[config.mk]
export PLATFORM = sky130hd
export DESIGN_NAME = seq_mag_comparator
export DESIGN_NICKNAME = d
export VERILOG_FILES = /design/src/rtl/seq_mag_comparator.sv
export SDC_FILE = /design/constraint.sdc
export NUM_CORES = 1
export LEC_CHECK = 0
export CAP_MARGIN = 10
export CORE_UTILIZATION = 40
export DETAILED_ROUTE_END_ITERATION = 10
export HOLD_SLACK_MARGIN = 0.15
export PLACE_DENSITY = 0.63
export SYNTH_ARGS = -nofsm -noshare
export SYNTH_HDL_FRONTEND = slang
export SYNTH_SLANG_ARGS = --single-unit
[constraint.sdc]
create_clock -name clk -period 1.9 [get_ports clk]
set_clock_uncertainty 0.05 [all_clocks]
set_input_delay 0.475 -clock clk [delete_from_list [all_inputs] [get_ports clk]]
set_output_delay 0.475 -clock clk [all_outputs]
set_load 0.01 [all_outputs]
[src/rtl/seq_mag_comparator.sv]
// Sequential magnitude comparator: walks two WIDTH-bit operands MSB-first,
// DIGIT bits per clock, and exits on the first differing digit.
module seq_mag_comparator #(
   parameter int WIDTH = 8,
   parameter int DIGIT = 2
) (
   input  logic             clk,
   input  logic             reset,
   input  logic             start,
   input  logic [WIDTH-1:0] a,
   input  logic [WIDTH-1:0] b,
   input  logic             signed_mode,
   output logic             busy,
   output logic             done,
   output logic             agtb,
   output logic             altb,
   output logic             aeqb
);

   localparam int NDIG = WIDTH / DIGIT;
   localparam int CW   = (NDIG > 1) ? $clog2(NDIG) : 1;
   localparam logic [CW-1:0]    LAST_DIG = CW'(NDIG - 1);
   localparam logic [WIDTH-1:0] MSB_MASK = WIDTH'(1) << (WIDTH - 1);

   if (DIGIT < 1 || (WIDTH % DIGIT) != 0) begin : g_bad_params
      $error("seq_mag_comparator: WIDTH must be a non-zero multiple of DIGIT");
   end

   typedef enum logic [1:0] {
      IDLE = 2'd0,
      CMP  = 2'd1,
      DONE = 2'd2
   } state_t;

   state_t           state, state_nx;
   logic [CW-1:0]    cnt;
   logic [WIDTH-1:0] a_r, b_r;
   logic [DIGIT-1:0] dig_a, dig_b;
   logic             accept;
   logic             last_dig;
   logic             busy_nx, done_nx, agtb_nx, altb_nx, aeqb_nx;

   // The operand registers shift left each step, so the digit under test is
   // always the top DIGIT bits: no wide variable-index mux on the compare path.
   assign dig_a    = a_r[WIDTH-1 -: DIGIT];
   assign dig_b    = b_r[WIDTH-1 -: DIGIT];
   assign accept   = start && (state == IDLE || state == DONE);
   assign last_dig = (cnt == LAST_DIG);

   // NOTE: sequential state uses non-blocking assignments so every flop
   // samples pre-edge values regardless of block ordering.
   always_ff @(posedge clk) begin
      if (reset) state <= IDLE;
      else       state <= state_nx;
   end

   // NOTE: every comb output gets a default first, so no path infers a latch.
   always_comb begin
      state_nx = state;
      case (state)
         IDLE:    if (start) state_nx = CMP;
         CMP:     if (dig_a != dig_b || last_dig) state_nx = DONE;
         DONE:    state_nx = start ? CMP : IDLE;
         default: state_nx = IDLE;
      endcase
   end

   always_comb begin
      busy_nx = (state_nx == CMP);
      done_nx = (state_nx == DONE);
      agtb_nx = agtb;
      altb_nx = altb;
      aeqb_nx = aeqb;
      if (accept) begin
         agtb_nx = 1'b0;
         altb_nx = 1'b0;
         aeqb_nx = 1'b0;
      end else if (state == CMP) begin
         if (dig_a > dig_b)      agtb_nx = 1'b1;
         else if (dig_a < dig_b) altb_nx = 1'b1;
         else if (last_dig)      aeqb_nx = 1'b1;
      end
   end

   always_ff @(posedge clk) begin
      if (reset) begin
         busy <= 1'b0;
         done <= 1'b0;
         agtb <= 1'b0;
         altb <= 1'b0;
         aeqb <= 1'b0;
      end else begin
         busy <= busy_nx;
         done <= done_nx;
         agtb <= agtb_nx;
         altb <= altb_nx;
         aeqb <= aeqb_nx;
      end
   end

   // NOTE: the operand shift registers are deliberately left out of reset;
   // they are always loaded on accept before anything reads them.
   always_ff @(posedge clk) begin
      if (accept) begin
         // Flipping the sign bit maps two's complement onto offset binary,
         // so one unsigned digit compare serves both modes.
         a_r <= a ^ (signed_mode ? MSB_MASK : '0);
         b_r <= b ^ (signed_mode ? MSB_MASK : '0);
      end else if (state == CMP) begin
         a_r <= a_r << DIGIT;
         b_r <= b_r << DIGIT;
      end
   end

   always_ff @(posedge clk) begin
      if (reset) begin
         cnt <= '0;
      end else if (accept) begin
         cnt <= '0;
      end else if (state == CMP && !last_dig) begin
         cnt <= cnt + 1'b1;
      end
   end

   a_done_onehot : assert property (@(posedge clk) disable iff (reset)
      done |-> $onehot({agtb, altb, aeqb}));

   a_busy_clear : assert property (@(posedge clk) disable iff (reset)
      busy |-> ({agtb, altb, aeqb} == 3'b000));

endmodule

# Yosys cells after proc, flatten, opt, wreduce, memory -nomap -nowiden
# Cells that the tools add are included.
[word_totals]
reg_bits = 25
latch_bits = 0
ramBits = 0
romBits = 0
input_bits = 20
out_inout_bits = 5
wordCells = 42
memories = 0
[classes]
addsub = 1
n_mul = 0
n_div = 0
order_cmp = 2
eq_ne = 6
n_shift = 0
muxes = 9
bitwise = 4
reduce_logical = 11
[op_table]
columns = ["operator", "n"]
rows = [
  ["$mux 8", 5],
  ["$xor 8x8->8", 2],
  ["$eq 2x2->1 const B", 3],
  ["$pmux 2 s3", 1],
  ["$eq 2x1->1 const B", 2],
  ["$mux 2", 2],
  ["$reduce_and 4->1", 1],
  ["$reduce_and 3->1", 1],
  ["$add 2x1->2 const B", 1],
  ["$gt 2x2->1", 1],
  ["$logic_and 1x1->1", 2],
  ["$logic_not 2->1", 1],
  ["$logic_or 1x1->1", 2],
  ["$lt 2x2->1", 1],
  ["$ne 2x2->1", 1],
  ["$not 1->1", 2],
  ["$reduce_and 2->1", 1],
  ["$reduce_bool 2->1", 1],
  ["$reduce_or 2->1", 1],
  ["$logic_not 1->1", 1],
  ["$mux 1", 1],
]

# Longest topological paths before layout
# Gate-level depths: netlist of run 1.
[logic_depth]
depth_word = 5
mapped_depth = 5
ltp_nobuf = 5

# Worst setup path after synthesis of run 1
# Ideal clock, no wire load.
[synth_path]
kind = "input -> register"
startpoint = "in start"
endpoint = "reg a_r[0] (enable)"
setup_ns = 0.371
t_arrival_ns = 1.298
required_time_ns = 1.479
slack_ns = 0.180
cell_stages = 4
path_buffers = 2
cell_sequence = "nor2b_1 buf_6 buf_6 or2b_1"
[synth_between]
elab_chain_cells = 2
[synth_lines]
columns = ["element", "line_no", "rtl"]
rows = [
  ["start: declaration", "9", "input logic start,"],
  ["$logic_and 1x1->1", "47", "assign accept = start && (state == IDLE || state == DONE);"],
  ["$reduce_bool 2->1 (no source line)", "--", ""],
  ["end signal: assignment", "107", "a_r <= a ^ (signed_mode ? MSB_MASK : '0);"],
  ["end signal: assignment", "110", "a_r <= a_r << DIGIT;"],
  ["end: declaration", "37", "logic [WIDTH-1:0] a_r, b_r;"],
]
# No other way between the ends.
# A chain may end at the register's enable or synchronous reset.

# Worst setup path after layout of run 1
[layout_path]
startpoint = "reg altb"
endpoint = "out altb"
[layout_lines]
columns = ["element", "line_no", "rtl"]
rows = [
  ["start: declaration", "16", "output logic altb,"],
  ["start signal: assignment", "96", "altb <= altb_nx;"],
]
# No word-level cell between the ends.

==> results.ini, run 1 <==
[outcome]
status=finished clean

[clock_tree]
clk_latency_ps=310
post-cts-setup-buffers=0
htree_num_levels=1
cts_tree=built
clock_sinks=25
postCtsHoldBufs=0
clockBufferDepth=2
path_clk_slew_ps=130
cts-root-buf=clkbuf_4
cts_buffers=3
cts_resized=0

[finish]
instances_no_fill=138
fillers=227
area_delta_synth_final_pct=29.9
nNetsFinal=132
layout-drive-gt1-share=0.194
diodes=0

[synth]
syn_nets=101
ys_async_sr_fraction=0
synthAdderAreaFrac=0.0341
synth_cell_types=24
synthTopCellsByCount=edfxtp_1 (16), dfxtp_1 (9), mux2_4 (7)
synth_top_cell_area_share=0.436
synth-main-ff-cell=edfxtp_1
ys.warnings.count=0
yosysSeqAreaShare=0.600
avgSynthCellArea_um2=14.1
synth_area_mm2=0.00110
synthSimpleGateAreaFrac=0.126
post-synth-top-area-cell=edfxtp_1
synth_compound_gate_area_share=0.0455
ys_seq_elements=25
synth_top_family_by_area=multiplexers
synth_xor_area_frac=0.0239
yosysMostFrequentCell=edfxtp_1
synth_edf_count=16
synthTopCellsByArea=edfxtp_1 (44%), dfxtp_1 (16%), mux2_4 (9.5%), ha_1 (3.4%), mux2_2 (3.1%)
synthMuxAreaShare=0.135
syn_inst=78

[die]
start_util=0.433
fp-row-count=18
dieArea_mm2=0.00297
coreArea_mm2=0.00254
die_h_um=54.5
die_w_um=54.5
pin_count=25

[sta]
tightest_slew_ps=279
hold_viol=0
timing.final.crit_share=0.905
fin_tns_setup_ps=0
relSlewSlack=0.811
fmax_ghz=0.581
drv_slew=0
rsz0062_at_grt=no
period_minus_slack_ps=1720
hold_ws_ps=428
setup_viol=0

[global_route]
grt_max_degree=20
overflow=0
grt_pass1_vias=623
antenna_found_initial=0
grt_pass1_wl_mm=2.63
grtUsageTotal=0.130

[power_and_ir_drop]
power_density_mw_per_mm2=790
clockPowerShare=0.207
p_seq_frac=0.590
power_frac_comb=0.203
vdd_drop_max_uv=492
p_switching_uw=264
swShare=0.234
leakage_nw=0.548
p_int_uw=866

[critical_path]
worstSetupEndpointType=output pin
crit_chain=clkdlybuf4s50_1
cpPeakStageDelay_ps=530
critPathLaunch=altb
critical_path.top_delay_family=buffers and inverters
r2r_start=a_r[7]
critPathArrivalTime_ps=1190
cp_num_buf_inv=1
r2r_setup_slack_ps=500
crit_fanout=2
cp_slowest_cell=clkdlybuf4s50_1
cp-start-kind=flop
required_ps=1370
worst-setup-path-type=reg2out

[worst_hold_path]
hp-start=aeqb
hold_path_class=reg2reg

[routing]
routed_wirelength_mm=1.70
route.detailed.drc=0
wl_met3_um=70
vias=670
dr.pass1.iters=4
wl_met1_um=726
ant_nets=0
first_iter_violations=4
highest_layer=met4
dr_wl_met2_um=896
viasPerCell=4.86
avgRoutedWirePerCell_um=12.3

[place]
hpwl_mm=1.35
placed_cells=134
portBuffers=24
gp_congestion=0.736

[run]
cap_violations=0

power by group through the flow:
stage / combinational, mW / sequential [mW] / clock [mW]
3_3_place_gp: 0.228 / 0.677 / 0
6_report: 0.229 / 0.666 / 0.234
3_5_place_dp: 0.233 / 0.680 / 0
2_1_floorplan: 0.140 / 0.676 / 0
4_1_cts: 0.233 / 0.668 / 0.242
5_1_grt: 0.252 / 0.672 / 0.264
area by class of cell:
class	instances	area, um2	area share
sequential	25	661	0.462
timing repair buffer	29	290	0.203
multi-input combinational	47	404	0.283
tap	30	37.5	0.0262
clock buffer	4	26.3	0.0184
inverter	3	11.3	0.00787
worst paths after layout:
check        endpoint  cells after the start
min reg2reg      aeqb                      1
max              altb                      1
min              aeqb                      1
max reg2reg      agtb                      4
registers in the layout, summed over array words and instances, names as in the netlist:
| register | count |
|---|---|
| busy | 1 |
| state | 2 |
| a_r | 8 |
| b_r | 8 |
| altb | 1 |
| agtb | 1 |
| cnt | 2 |
| done | 1 |
| aeqb | 1 |
cell families after synthesis:
group / count (synthesis)
buffers and inverters: 6
muxes: 11
adders and majority gates: 3
AOI/OAI and AO/OA: 7
DFF: 25
and+or+nand+nor: 23
xor gates and xnor gates: 3
stage by stage:
stage	util	setup slack (ps)	power, mW	cell area [um2]
final	0.562	180	1.13	1430
after CTS	0.562	159	1.14	1430
after floorplan	-	180	0.816	1100
after global routing	0.562	99.2	1.19	1430
after detailed placement	0.552	-73.2	0.913	1400
after global placement	0.552	-42.4	0.904	1400
cell usage in the layout (no fill, tap or decap), types with 2 or more instances in the layout:
cell type and instances:
a21oi_1 2, and2_1 4, buf_4 4, clkbuf_4 3, clkdlybuf4s50_1 24, dfxtp_1 9, edfxtp_1 16, ha_1 3
inv_1 3, mux2_2 3, mux2_4 7, nor2_1 5, nor2b_1 2, nor3_1 5, o21a_1 3, xnor2_1 3
per-layer routing:
metal  up-vias  GRT usage
li1        342          -
met4         0     0.0641
met3         2     0.0389
met5         -          0
met2        17      0.209
met1       309      0.157
No activity file was read; power rests on OpenSTA's default activity.
==> inputs of run 2 (changes only) <==
--- a/config.mk
+++ b/config.mk
@@ -6,10 +6,13 @@
 export NUM_CORES = 1
 export LEC_CHECK = 0
 export CAP_MARGIN = 10
+export CORE_ASPECT_RATIO = 1.1
+export CORE_MARGIN = 2
 export CORE_UTILIZATION = 40
 export DETAILED_ROUTE_END_ITERATION = 10
 export HOLD_SLACK_MARGIN = 0.15
 export PLACE_DENSITY = 0.63
+export SLEW_MARGIN = 10
 export SYNTH_ARGS = -nofsm -noshare
 export SYNTH_HDL_FRONTEND = slang
 export SYNTH_SLANG_ARGS = --single-unit
==> run 2 against run 1 <==
- final area is 0.17% higher
- combinational power hardly changed
- setup slack worse by 3.8 ps
- routed wire length is 2.8% lower
- sequential power hardly changed
- via count is 0.30% higher
- hold slack better by 3.9 ps
- critical endpoint unchanged
- count of clock-buffer cells in the layout is 1 lower
- sequential share of layout area is 0.081 points lower
- largest cell class unchanged
==> results.ini, run 2 (synthesized netlist as in run 1, its figures left out) <==
[finish]
biggestRegsByFlops=a_r x8, b_r x8
layout_common_cells=clkdlybuf4s50_1 (24), edfxtp_1 (16), dfxtp_1 (9)
layout-drive-gt1-share=0.189  ; -0.00577
nNetsFinal=130  ; -1.5%
diodes=0  ; unchanged
area_delta_synth_final_pct=30.1
final_common_cell=clkdlybuf4s50_1
instances_no_fill=137  ; -0.72%

[global_route]
overflow=0  ; unchanged
grt_max_degree=21  ; +5.0%
antenna_found_initial=0  ; unchanged
grt_pass1_wl_mm=2.80  ; +6.6%
grtUsageTotal=0.122  ; -0.00798
grt_pass1_vias=688  ; +10%

[sta]
fmax_ghz=0.580  ; -0.22%
tightest_slew_ps=271  ; -8.08 ps
relSlewSlack=0.817  ; +0.00546
hold_ws_ps=432  ; +3.87 ps
period_minus_slack_ps=1720  ; +3.81 ps
setup_viol=0  ; unchanged
hold_viol=0  ; unchanged
rsz0062_at_grt=no
timing.final.crit_share=0.907  ; +0.00200
drv_slew=0  ; unchanged

[routing]
vias=672  ; +0.30%
route.detailed.drc=0  ; unchanged
viasPerCell=4.91  ; +1.0%
dr.pass1.iters=3  ; -1
first_iter_violations=4  ; unchanged
routed_wirelength_mm=1.66  ; -2.8%
avgRoutedWirePerCell_um=12.1  ; -2.1%
ant_nets=0  ; unchanged

[place]
portBuffers=24  ; unchanged
gp_congestion=0.754  ; +2.4%
hpwl_mm=1.24  ; -8.1%
placed_cells=133  ; -0.75%

[critical_path]
required_ps=1370  ; about the same
critical_path.top_delay_family=buffers and inverters
cp_num_buf_inv=1  ; unchanged
reg2regPathDepth=4  ; unchanged
critPathArrivalTime_ps=1200  ; about the same
cp_slowest_cell=clkdlybuf4s50_1
crit_cells=1  ; unchanged
crit_fanout=2  ; unchanged
crit_chain=clkdlybuf4s50_1
worstSetupEndpointType=output pin
cp-start-kind=flop
cpPeakStageDelay_ps=530  ; about the same
worst-setup-path-type=reg2out

[power_and_ir_drop]
leakage_nw=0.542  ; -1.1%
p_total_mw=1.14  ; +0.76%
power_density_mw_per_mm2=795  ; +0.58%
vdd_drop_max_uv=476  ; -3.2%

[die]
die_w_um=54.0  ; -0.81%
start_util=0.429  ; -0.00380
die_h_um=59.0  ; +8.4%
coreArea_mm2=0.00257  ; +0.88%
pin_count=25  ; unchanged
fp-row-count=19  ; +1
dieArea_mm2=0.00319  ; +7.5%

[clock_tree]
post-cts-setup-buffers=0  ; unchanged
htree_num_levels=1  ; unchanged
clockBufferDepth=2  ; unchanged
clk_latency_ps=320  ; about the same
cts-root-buf=clkbuf_4
cts_buffers=3  ; unchanged
postCtsHoldBufs=0  ; unchanged
cts_tree=built
clock_sinks=25  ; unchanged
path_clk_slew_ps=140  ; about the same
cts_resized=0  ; unchanged

[run]
cap_violations=0  ; unchanged

[worst_hold_path]
whs_path_depth=1  ; unchanged
hold_path_class=reg2reg

[outcome]
status=finished clean

## run 2: changes by cell type in the layout (fill, tap and decap cells not counted)
cell / change
buf_4: -3
buf_12: +1
clkbuf_1: -1
clkinvlp_4: +1
## run 2: path summary, 6_finish.rpt
| path | startpoint | slack, ps | end |
|---|---|---|---|
| worst max-delay path | altb | 180 | altb |
| worst min-delay path | altb | 430 | altb |
| worst max register to register | a_r[7] | 480 | agtb |
| worst min register to register | altb | 430 | altb |
## run 2: report_power, final
group / total [mW] / internal (mW) / switching [mW]
registers: 0.666 / 0.647 / 0.0183
clock network: 0.243 / 0.0804 / 0.163
logic: 0.230 / 0.138 / 0.0917
total: 1.14 / 0.866 / 0.273
## run 2: area by class of cell
cell class / count / area, um2
clock buffers: 3 / 22.5
clock inverters: 1 / 7.51
fillers: 238 / 1130
inverters: 3 / 11.3
multi-input cells: 47 / 404
flip-flops and latches: 25 / 661
well taps: 31 / 38.8
repair buffers: 27 / 288
## run 2: worst reg2reg max path: cells and delay by family, from the launching register on
kind	cells	cell delay, ps
flops	1	400
simple gates	1	150
compound gates	2	390
fa+ha+maj	1	340
## run 2: per-layer routing
| layer | vias up | GRT usage | wire, um |
|---|---|---|---|
| met4 | 0 | 0.0643 | 13 |
| met3 | 2 | 0.0227 | 65 |
| met2 | 14 | 0.206 | 855 |
| met1 | 321 | 0.145 | 722 |
| li1 | 335 | - | - |
| met5 | - | 0 | 0 |
## run 2: stage by stage
stage | setup WS [ps] | setup TNS, ps | util | area, um2
4_1_cts | 152 | 0 | 0.558 | 1430
2_1_floorplan | 180 | 0 | - | 1100
6_report | 176 | 0 | 0.558 | 1430
3_3_place_gp | -46.7 | -828 | 0.546 | 1400
3_5_place_dp | -56.7 | -1010 | 0.546 | 1400
5_1_grt | 98.6 | 0 | 0.558 | 1430
==> inputs of run 3 (changes only) <==
==> constraint.sdc (replaced) <==
create_clock -name clk -period 2.1 [get_ports clk]
set_clock_uncertainty 0.05 [all_clocks]
set_input_delay 0.525 -clock clk [delete_from_list [all_inputs] [get_ports clk]]
set_output_delay 0.525 -clock clk [all_outputs]
set_load 0.01 [all_outputs]
==> run 3 against run 2 <==
- global-route usage grew 0.39 points
- register-to-register slack gained 180 ps
- largest cell class unchanged
- non-clock buffer count shrank 1
- core utilization shrank 0.29 points
- largest power group unchanged
- routed wire length grew 1.6%
- critical endpoint is now aeqb
- first-iteration DRC count shrank 25%
- critical path depth is the same
- final area shrank 0.52%
- combinational power shrank 9.6%
==> results.ini, run 3 (synthesized netlist as in run 1, its figures left out) <==
[outcome]
status=finished clean

[routing]
ant_nets=0  ; unchanged
vias=669  ; -0.45%
routed_wirelength_mm=1.68  ; +1.6%
route.detailed.drc=0  ; unchanged
highest_layer=met4
dr.pass1.iters=3  ; unchanged
first_iter_violations=3  ; -1
wl_met1_um=706  ; -2.2%
viasPerCell=4.92  ; +0.29%
dr_wl_met2_um=892  ; +4.3%
wl_met3_um=64  ; -1.5%
avgRoutedWirePerCell_um=12.4  ; +2.3%

[sta]
period_minus_slack_ps=1780
fmax_ghz=0.561
timing.final.crit_share=0.848
setup_slack_ps=318  ; +142 ps
rsz0062_at_grt=no
hold_viol=0  ; unchanged
relSlewSlack=0.817  ; about the same
tightest_slew_ps=270  ; -0.751 ps
hold_ws_ps=439  ; +7.25 ps
drv_slew=0  ; unchanged
fin_tns_setup_ps=0  ; unchanged
setup_viol=0  ; unchanged

[clock_tree]
postCtsHoldBufs=0  ; unchanged
cts_buffers=3  ; unchanged
cts-root-buf=clkbuf_4
clock_sinks=25  ; unchanged
clk_latency_ps=320  ; about the same
cts_tree=built
clockBufferDepth=2  ; unchanged
cts_resized=0  ; unchanged
path_clk_slew_ps=140  ; about the same
htree_num_levels=1  ; unchanged
post-cts-setup-buffers=0  ; unchanged

[power_and_ir_drop]
p_switching_uw=249  ; -8.9%
power_density_mw_per_mm2=723  ; -9.0%
power_frac_comb=0.201  ; about the same
p_int_uw=782  ; -9.7%
swShare=0.241  ; +0.00169
leakage_nw=0.537  ; -0.91%
vdd_drop_max_uv=416  ; -13%
p_seq_frac=0.585  ; about the same
clockPowerShare=0.213  ; about the same

[die]
coreArea_mm2=0.00257  ; unchanged
die_h_um=59.0  ; unchanged
start_util=0.429  ; unchanged
die_w_um=54.0  ; unchanged
pin_count=25  ; unchanged
dieArea_mm2=0.00319  ; unchanged
fp-row-count=19  ; unchanged

[critical_path]
critical_path.top_delay_family=buffers and inverters
required_ps=1520  ; +150 ps
cp-start-kind=flop
worst-setup-path-type=reg2out
critPathArrivalTime_ps=1210  ; about the same
worstSetupEndpointType=output pin
cpPeakStageDelay_ps=530  ; about the same
cp_num_buf_inv=1  ; unchanged
crit_fanout=2  ; unchanged
crit_chain=clkdlybuf4s50_1
cp_slowest_cell=clkdlybuf4s50_1

[finish]
area_delta_synth_final_pct=29.4
diodes=0  ; unchanged
layout-drive-gt1-share=0.181  ; -0.00773
final_core_util=0.555  ; -0.00292
layout_common_cells=clkdlybuf4s50_1 (24), edfxtp_1 (16), dfxtp_1 (9)
biggestRegsByFlops=a_r x8, b_r x8
fillers=222  ; -6.7%
nNetsFinal=129  ; -0.77%
final_common_cell=clkdlybuf4s50_1

[global_route]
overflow=0  ; unchanged
grt_pass1_vias=702  ; +2.0%
grtUsageTotal=0.126  ; +0.00385
grt_max_degree=24  ; +14%
grt_pass1_wl_mm=2.90  ; +3.7%
antenna_found_initial=0  ; unchanged

[place]
dp_worst_setup_slack_ps=83.3  ; +140 ps
gp_congestion=0.757  ; +0.49%
hpwl_mm=1.28  ; +3.2%
portBuffers=24  ; unchanged

[run]
cap_violations=0  ; unchanged

[worst_hold_path]
hold_path_class=reg2reg

-- run 3: cell count changes in the layout (fill, tap and decap cells not counted), sizes merged --
| cell | delta |
|---|---|
| buf | -1 |
-- run 3: final timing paths --
path,startpoint,depth (start not counted),endpoint,slack [ps]
max,aeqb,1,aeqb,320
min,altb,1,altb,440
max reg2reg,a_r[7],4,agtb,660
min reg2reg,altb,1,altb,440
-- run 3: final cells by class --
| class | count | area (um2) | share of cell area |
|---|---|---|---|
| well taps | 31 | 38.8 | 0.0272 |
| repair buffers | 26 | 280 | 0.197 |
| flip-flops and latches | 25 | 661 | 0.464 |
| clock inverters | 1 | 7.51 | 0.00527 |
| inverters | 3 | 11.3 | 0.00790 |
| clock buffers | 3 | 22.5 | 0.0158 |
| multi-input cells | 47 | 404 | 0.284 |
-- run 3: layer usage --
layer,GRT usage,up-vias
li1,-,333
met1,0.161,320
met2,0.206,14
met3,0.0253,2
met4,0.0536,0
met5,0,-
-- run 3: through the flow --
stage / instances / cell area [um2] / power [mW]
final: 136 / 1430 / 1.03
after global routing: 136 / 1430 / 1.09
after global placement: 132 / 1400 / 0.818
after CTS: 136 / 1430 / 1.05
after detailed placement: 132 / 1400 / 0.826
after floorplan: 78 / 1100 / 0.739
-- run 3: power groups by stage --
stage | Sequential (mW) | Clock, mW | Combinational, mW
floorplan | 0.612 | 0 | 0.127
global placement | 0.612 | 0 | 0.206
detailed placement | 0.616 | 0 | 0.210
CTS | 0.604 | 0.232 | 0.211
global route | 0.609 | 0.250 | 0.231
finish | 0.603 | 0.220 | 0.208
